File: config.mk
export PLATFORM = sky130hd
export DESIGN_NAME = host_interface_burst
export DESIGN_NICKNAME = d
export VERILOG_FILES = /design/src/rtl/host_interface_burst.sv
export SDC_FILE = /design/constraint.sdc
export NUM_CORES = 1
export LEC_CHECK = 0
export CELL_PAD_IN_SITES_DETAIL_PLACEMENT = 1
export CELL_PAD_IN_SITES_GLOBAL_PLACEMENT = 2
export CORE_ASPECT_RATIO = 1.4
export CORE_UTILIZATION = 25
export DETAILED_ROUTE_END_ITERATION = 6
export DONT_BUFFER_PORTS = 1
export PLACE_DENSITY_LB_ADDON = 0.25
export SYNTH_ARGS = -nofsm -noshare
export SYNTH_HDL_FRONTEND = slang
export SYNTH_SLANG_ARGS = --single-unit
export TNS_END_PERCENT = 100
File: constraint.sdc
create_clock -name ifclk -period 4.2 [get_ports ifclk]
set_input_delay 0.63 -clock ifclk [delete_from_list [all_inputs] [get_ports ifclk]]
set_output_delay 0.63 -clock ifclk [all_outputs]
set_load 0.1 [all_outputs]
File: src/rtl/host_interface_burst.sv
// FX2 GPIF host bridge: decodes the registered state/ctl stream into device-interface
// accesses, with counted write bursts, auto-increment addressing and a prefetching read FIFO.
module host_interface_burst #(
    parameter int DATA_WIDTH = 16,
    parameter int ADDR_WIDTH = 16,
    parameter int TC_WIDTH   = 32,
    parameter int FIFO_DEPTH = 4,
    parameter int ADDR_INC   = 1
) (
    input  logic                  ifclk,
    input  logic                  resetb,
    input  logic [2:0]            ctl,
    input  logic [3:0]            state,
    input  logic [DATA_WIDTH-1:0] data_i,
    output logic [DATA_WIDTH-1:0] data_o,
    output logic                  data_oe,
    output logic [1:0]            rdy,
    output logic [ADDR_WIDTH-1:0] di_term_addr,
    output logic [ADDR_WIDTH-1:0] di_reg_addr,
    output logic [DATA_WIDTH-1:0] di_reg_datai,
    input  logic [DATA_WIDTH-1:0] di_reg_datao,
    output logic                  di_read,
    input  logic                  di_read_rdy,
    output logic                  di_write,
    input  logic                  di_write_rdy
);
    localparam logic [3:0] ST_SETEP   = 4'd1;
    localparam logic [3:0] ST_SETADDR = 4'd2;
    localparam logic [3:0] ST_RDDATA  = 4'd4;
    localparam logic [3:0] ST_RDTC_LO = 4'd7;
    localparam logic [3:0] ST_WRDATA  = 4'd8;
    localparam logic [3:0] ST_RDTC_HI = 4'd9;
    localparam int PW = $clog2(FIFO_DEPTH);
    localparam int CW = PW + 1;
    localparam logic [CW-1:0] DEPTH_C = CW'(FIFO_DEPTH);

    logic [3:0]            state_q;
    logic [2:1]            ctl_q;
    logic [DATA_WIDTH-1:0] data_q;
    logic [ADDR_WIDTH-1:0] term_addr_q, term_addr_d;
    logic [ADDR_WIDTH-1:0] reg_addr_q, reg_addr_d;
    logic [DATA_WIDTH-1:0] reg_datai_q, reg_datai_d;
    logic                  read_q, read_d;
    logic                  write_q, write_d;
    logic [1:0]            rdy_q, rdy_d;
    logic                  oe_q, oe_d;
    logic [DATA_WIDTH-1:0] dout_q, dout_d;
    logic [TC_WIDTH-1:0]   tc_q, tc_d;
    logic [TC_WIDTH-1:0]   tc_reset_q, tc_reset_d;
    logic [PW-1:0]         wr_ptr_q, wr_ptr_d, rd_ptr_q, rd_ptr_d;
    logic [CW-1:0]         count_q, count_d;
    logic [DATA_WIDTH-1:0] mem [FIFO_DEPTH];
    logic [2*DATA_WIDTH-1:0] tc_ext;
    logic push, pop, flush, strobe, active;
    logic ctl_unused;

    assign ctl_unused = ctl[0];
    assign strobe = ctl_q[1];
    assign active = ctl_q[2];

    always_comb begin
        term_addr_d = term_addr_q;
        reg_addr_d  = reg_addr_q;
        reg_datai_d = reg_datai_q;
        tc_d        = tc_q;
        tc_reset_d  = tc_reset_q;
        read_d      = 1'b0;
        write_d     = 1'b0;
        rdy_d       = 2'b00;
        oe_d        = 1'b0;
        push        = 1'b0;
        pop         = 1'b0;
        flush       = 1'b1;
        tc_ext      = '0;
        tc_ext[TC_WIDTH-1:0] = tc_reset_q;

        // The address steps at the end of each access pulse; an explicit SETADDR load wins.
        if (ADDR_INC != 0 && (read_q || write_q))
            reg_addr_d = reg_addr_q + ADDR_WIDTH'(1);

        case (state_q)
            ST_SETEP: begin
                rdy_d = 2'b01;
                if (strobe) term_addr_d = data_q[ADDR_WIDTH-1:0];
            end
            ST_SETADDR: begin
                rdy_d = 2'b01;
                if (strobe) reg_addr_d = data_q[ADDR_WIDTH-1:0];
            end
            ST_RDTC_LO: begin
                rdy_d = 2'b01;
                if (strobe) begin
                    tc_ext[DATA_WIDTH-1:0] = data_q;
                    tc_reset_d = tc_ext[TC_WIDTH-1:0];
                    tc_d       = tc_ext[TC_WIDTH-1:0];
                end
            end
            ST_RDTC_HI: begin
                rdy_d = 2'b01;
                if (strobe && TC_WIDTH > DATA_WIDTH) begin
                    tc_ext[2*DATA_WIDTH-1:DATA_WIDTH] = data_q;
                    tc_reset_d = tc_ext[TC_WIDTH-1:0];
                    tc_d       = tc_ext[TC_WIDTH-1:0];
                end
            end
            ST_WRDATA: begin
                if (!active) begin
                    tc_d = tc_reset_q;
                end else if (strobe && tc_q != '0) begin
                    write_d     = 1'b1;
                    reg_datai_d = data_q;
                    tc_d        = tc_q - TC_WIDTH'(1);
                end
                rdy_d = {tc_d == '0, di_write_rdy && tc_d != '0};
            end
            ST_RDDATA: begin
                oe_d = 1'b1;
                if (!active) begin
                    tc_d = tc_reset_q;
                end else begin
                    flush = 1'b0;
                    push  = read_q;
                    pop   = strobe && count_q != '0;
                    // A read still in flight already owns a slot, so it counts against free space.
                    if (di_read_rdy && tc_q != '0 && (count_q + CW'(read_q)) < DEPTH_C) begin
                        read_d = 1'b1;
                        tc_d   = tc_q - TC_WIDTH'(1);
                    end
                end
            end
            default: ;
        endcase

        if (flush) begin
            wr_ptr_d = '0;
            rd_ptr_d = '0;
            count_d  = '0;
            dout_d   = '0;
        end else begin
            wr_ptr_d = push ? wr_ptr_q + PW'(1) : wr_ptr_q;
            rd_ptr_d = pop  ? rd_ptr_q + PW'(1) : rd_ptr_q;
            count_d  = count_q + CW'(push) - CW'(pop);
            dout_d   = (push && wr_ptr_q == rd_ptr_d) ? di_reg_datao : mem[rd_ptr_d];
        end

        if (state_q == ST_RDDATA)
            rdy_d = {tc_d == '0 && count_d == '0 && !read_d, count_d != '0};
    end

    always_ff @(posedge ifclk) begin
        if (push) mem[wr_ptr_q] <= di_reg_datao;
    end

    always_ff @(posedge ifclk or negedge resetb) begin
        if (!resetb) begin
            state_q     <= '0;
            ctl_q       <= '0;
            data_q      <= '0;
            term_addr_q <= '0;
            reg_addr_q  <= '0;
            reg_datai_q <= '0;
            read_q      <= 1'b0;
            write_q     <= 1'b0;
            rdy_q       <= '0;
            oe_q        <= 1'b0;
            dout_q      <= '0;
            tc_q        <= '0;
            tc_reset_q  <= '0;
            wr_ptr_q    <= '0;
            rd_ptr_q    <= '0;
            count_q     <= '0;
        end else begin
            state_q     <= state;
            ctl_q       <= ctl[2:1];
            data_q      <= data_i;
            term_addr_q <= term_addr_d;
            reg_addr_q  <= reg_addr_d;
            reg_datai_q <= reg_datai_d;
            read_q      <= read_d;
            write_q     <= write_d;
            rdy_q       <= rdy_d;
            oe_q        <= oe_d;
            dout_q      <= dout_d;
            tc_q        <= tc_d;
            tc_reset_q  <= tc_reset_d;
            wr_ptr_q    <= wr_ptr_d;
            rd_ptr_q    <= rd_ptr_d;
            count_q     <= count_d;
        end
    end

    assign data_o       = dout_q;
    assign data_oe      = oe_q;
    assign rdy          = rdy_q;
    assign di_term_addr = term_addr_q;
    assign di_reg_addr  = reg_addr_q;
    assign di_reg_datai = reg_datai_q;
    assign di_read      = read_q;
    assign di_write     = write_q;
endmodule
==> results.py <==
metrics = {
    "clocking": {
        "clock-sinks": 226,
        "tritoncts": "done",
        "clk_pin_slew_ns": 0.06,
        "htreeDepth": 1,
        "clk_latency_ns": 0.57,
        "root_buffer": "clkbuf_16",
        "numCtsBuffers": 26,
        "clk_path_buf_depth": 3,
    },
    "placed_design": {
        "portBuffers": 0,
        "dp_hpwl_um": 35690,
        "dp.cells": 1839,
        "place.gp.congestion": 0.8999,
        "placed_area_um2": 13380,
    },
    "sta": {
        "worst_slew_pin_slew_ns": 1.179,
        "hold_viol": 162,
        "drv_slew": 0,
        "slew_headroom_pct": 21.13,
        "setup_violations": 0,
        "fin_worst_skew_ns": 0.02319,
        "min_period_ns": 4.056,
        "holdWs_ns": -0.2317,
        "rsz0062_at_grt": "false",
        "timing.final.crit_share_pct": 96.58,
        "max_freq_mhz": 246.5,
    },
    "logic_synthesis": {
        "yosys_most_used_dff": "dfrtp_1",
        "synthArstFlopShare_pct": 71.68,
        "synth-seq-cells": 226,
        "synthTopCellsByArea": "dfrtp_1 34%, edfxtp_1 16%, nand2_1 4.7%",
        "yosysTopAreaCellShare_pct": 33.88,
        "synth_warnings": 0,
        "syn-num-nets": 1228,
        "syn_area_um2": 11970,
        "ys_types": 85,
        "synth_edf_count": 64,
        "synthCells": 1175,
        "synth_top_area_cell": "dfrtp_1",
        "syn_area_per_cell_um2": 10.18,
        "yosysSeqAreaShare_pct": 49.94,
    },
    "global_route": {
        "grt_pass1_vias": 10750,
        "grt-ovfl-total": 0,
        "grt_max_degree": 163,
        "grt_util_all_layers_pct": 19.96,
        "antenna_found_initial": 1,
        "grt_pass1_wl_um": 72110,
    },
    "setup_path": {
        "reg2reg_depth": 11,
        "r2r_setup_slack_ns": 0.14,
        "r2r_end": "rdy[0]",
        "crit_path_end_kind": "register",
        "worstPathMaxFanout": 11,
        "critPathLaunchType": "register",
        "r2r_start": "tc_q[2]",
        "critPathRequiredTime_ns": 4.63,
        "crit_type": "reg -> reg",
        "crit_arrival_ns": 4.49,
    },
    "finish": {
        "fin_nets": 1297,
        "multi_input_area_um2": 5633,
        "final_cell_area_um2": 14370,
        "regArea_um2": 5977,
        "nFillCells": 5293,
        "final_util_pct": 30.48,
        "area_delta_synth_final_pct": 20.12,
        "final_cells": 1889,
        "layout-drive-gt1-share_pct": 19.94,
    },
    "floorplanning": {
        "io_pins": 112,
        "start_util_pct": 25.37,
        "die_h_um": 260.9,
        "die_w_um": 186.9,
        "core_um2": 47160,
        "fp-row-count": 94,
        "die_area_um2": 48760,
    },
    "power_and_ir_drop": {
        "switching_share_pct": 39.95,
        "sequentialPowerShare_pct": 44.9,
        "p_switching_uw": 3121,
        "power_uw": 7812,
        "p_comb_share_pct": 22.9,
        "power_leakage_uw": 0.005818,
        "intPower_uw": 4691,
        "vdd_drop_max_uv": 431.2,
        "power_frac_clock_pct": 32.2,
        "p_per_area_nw_per_um2": 543.5,
    },
    "routing": {
        "first_iter_violations": 455,
        "routedWlPerCell_um": 25.83,
        "final_antenna_net_count": 0,
        "drt_wl_total_um": 48790,
        "vias": 10120,
        "drt-vias-per-instance": 5.355,
        "drc": 0,
        "dr.pass1.iters": 5,
    },
    "run_status": {
        "outcome": "finished with violations",
        "violations": "hold timing",
    },
    "flow_run": {
        "maxCapViolCount": 0,
    },
    "worst_hold_path": {
        "hold_path.class": "in -> async",
    },
}
worst max-delay path, cell delays in order, from the launching register on:
cell and delay, ns:
dfrtp_1 0.50, or4_1 0.76, or4_1 0.73, or3_1 0.48
nor3_1 0.17, a21oi_1 0.09, a211oi_1 0.25, buf_4 0.15
nand3_1 0.15, o211ai_1 0.39, buf_4 0.17, o21ai_0 0.08
power by group through the flow:
stage          registers, µW  logic [µW]  clock network [µW]
6_report                3510        1790                2520
5_1_grt                 3540        1910                2660
4_1_cts                 3510        1770                2590
3_5_place_dp            3550        1770                   0
3_3_place_gp            3540        1750                   0
2_1_floorplan           3650         896                   0
cells in the final DEF (no fill, tap or decap), drive strengths merged, types with 8 or more instances in the layout:
cell type    n
nand2      150
a21oi       38
or4         19
mux2        33
buf        122
xnor2       21
or2          9
o21ai       55
a31oi       22
a22oi       14
ha           9
or3         26
inv         27
dfrtp      162
mux4        16
nand4       12
a221o        9
o21a         9
edfxtp      64
nor2       109
and3        15
o31ai       10
nand3       38
nor3        39
clkbuf      38
nor4        15
o22ai       12
xor2        11
a211oi       8
mux2i       19
worst max path at each step:
stage	start	to	slack, ns
finish	tc_q[2]	rdy[0]	0.14
global route	tc_q[0]	rdy[0]	0.02
CTS	tc_q[0]	rdy[0]	0.05
detailed placement	state_q[1]	rdy[1]	0.07
global placement	tc_q[14]	rdy[0]	-0.05
floorplan	state_q[1]	rdy[1]	0.26
registers in the layout, indices dropped and copies added (netlist names):
signal / flops
count_q: 3
ctl_q: 2
data_o: 16
data_oe: 1
data_q: 16
di_read: 1
di_reg_addr: 16
di_reg_datai: 16
di_term_addr: 16
di_write: 1
mem: 64
rd_ptr_q: 2
rdy: 2
state_q: 4
tc_q: 32
tc_reset_q: 32
wr_ptr_q: 2
stage by stage:
step	TNS [ns]	worst slack [ns]
after floorplan	0	0.2554
final	0	0.1437
after detailed placement	0	0.07269
after global placement	-0.04861	-0.04861
after global routing	0	0.01770
after CTS	0	0.04995
synthesized netlist by cell type, types with 7 or more instances:
library cell,number
a211oi_1,8
or2_2,9
and3_1,15
mux4_2,16
nand4_1,11
xnor2_1,21
nor3_1,36
or3_1,26
xor2_1,11
edfxtp_1,64
clkbuf_1,64
nor2_1,109
a31oi_1,22
o22ai_1,12
o31ai_1,8
o21a_1,9
a221o_1,9
buf_2,7
inv_1,26
nand2_1,150
a21oi_1,38
a22oi_1,14
o211ai_1,7
nor4_1,13
ha_1,9
dfrtp_1,162
or4_1,18
nand3_1,38
o21ai_0,54
mux2i_1,19
a22o_1,7
mux2_2,32
a221oi_1,7
layer usage:
layer,routed length (µm),global-route usage (%),part of all wire [%],vias to the layer above
li1,-,-,-,4524
met1,18840,22.31,39,5164
met2,24680,35.84,51,312
met3,2406,3.375,4.9,114
met4,2856,11.43,5.9,2
met5,13,0,0.027,-
cell families after synthesis:
group                      Yosys count  share of synthesized area, %
DFF                                226                         49.94
buffers and inverters              107                         3.649
xor gates and xnor gates            32                         2.342
adders and majority gates           10                         1.108
muxes                               68                         7.706
and+or+nand+nor                    473                         19.81
AOI/OAI and AO/OA                  259                         15.44
final cells by class:
type / instances / area share, %
Clock inverter: 10 / 1.140
Clock buffer: 38 / 5.414
Inverter: 26 / 0.6790
Sequential cell: 226 / 41.58
Timing Repair Buffer: 122 / 6.546
Tap cell: 624 / 5.432
Multi-Input combinational cell: 842 / 39.19
Antenna cell: 1 / 0.01741
what timing repair did:
action,4_1_cts,5_1_grt
endpoints found under the hold margin,162,162
setup endpoints to repair,0,2
buffers inserted,0,1
gates resized for setup,0,11
(Power assumes the default switching activity.)
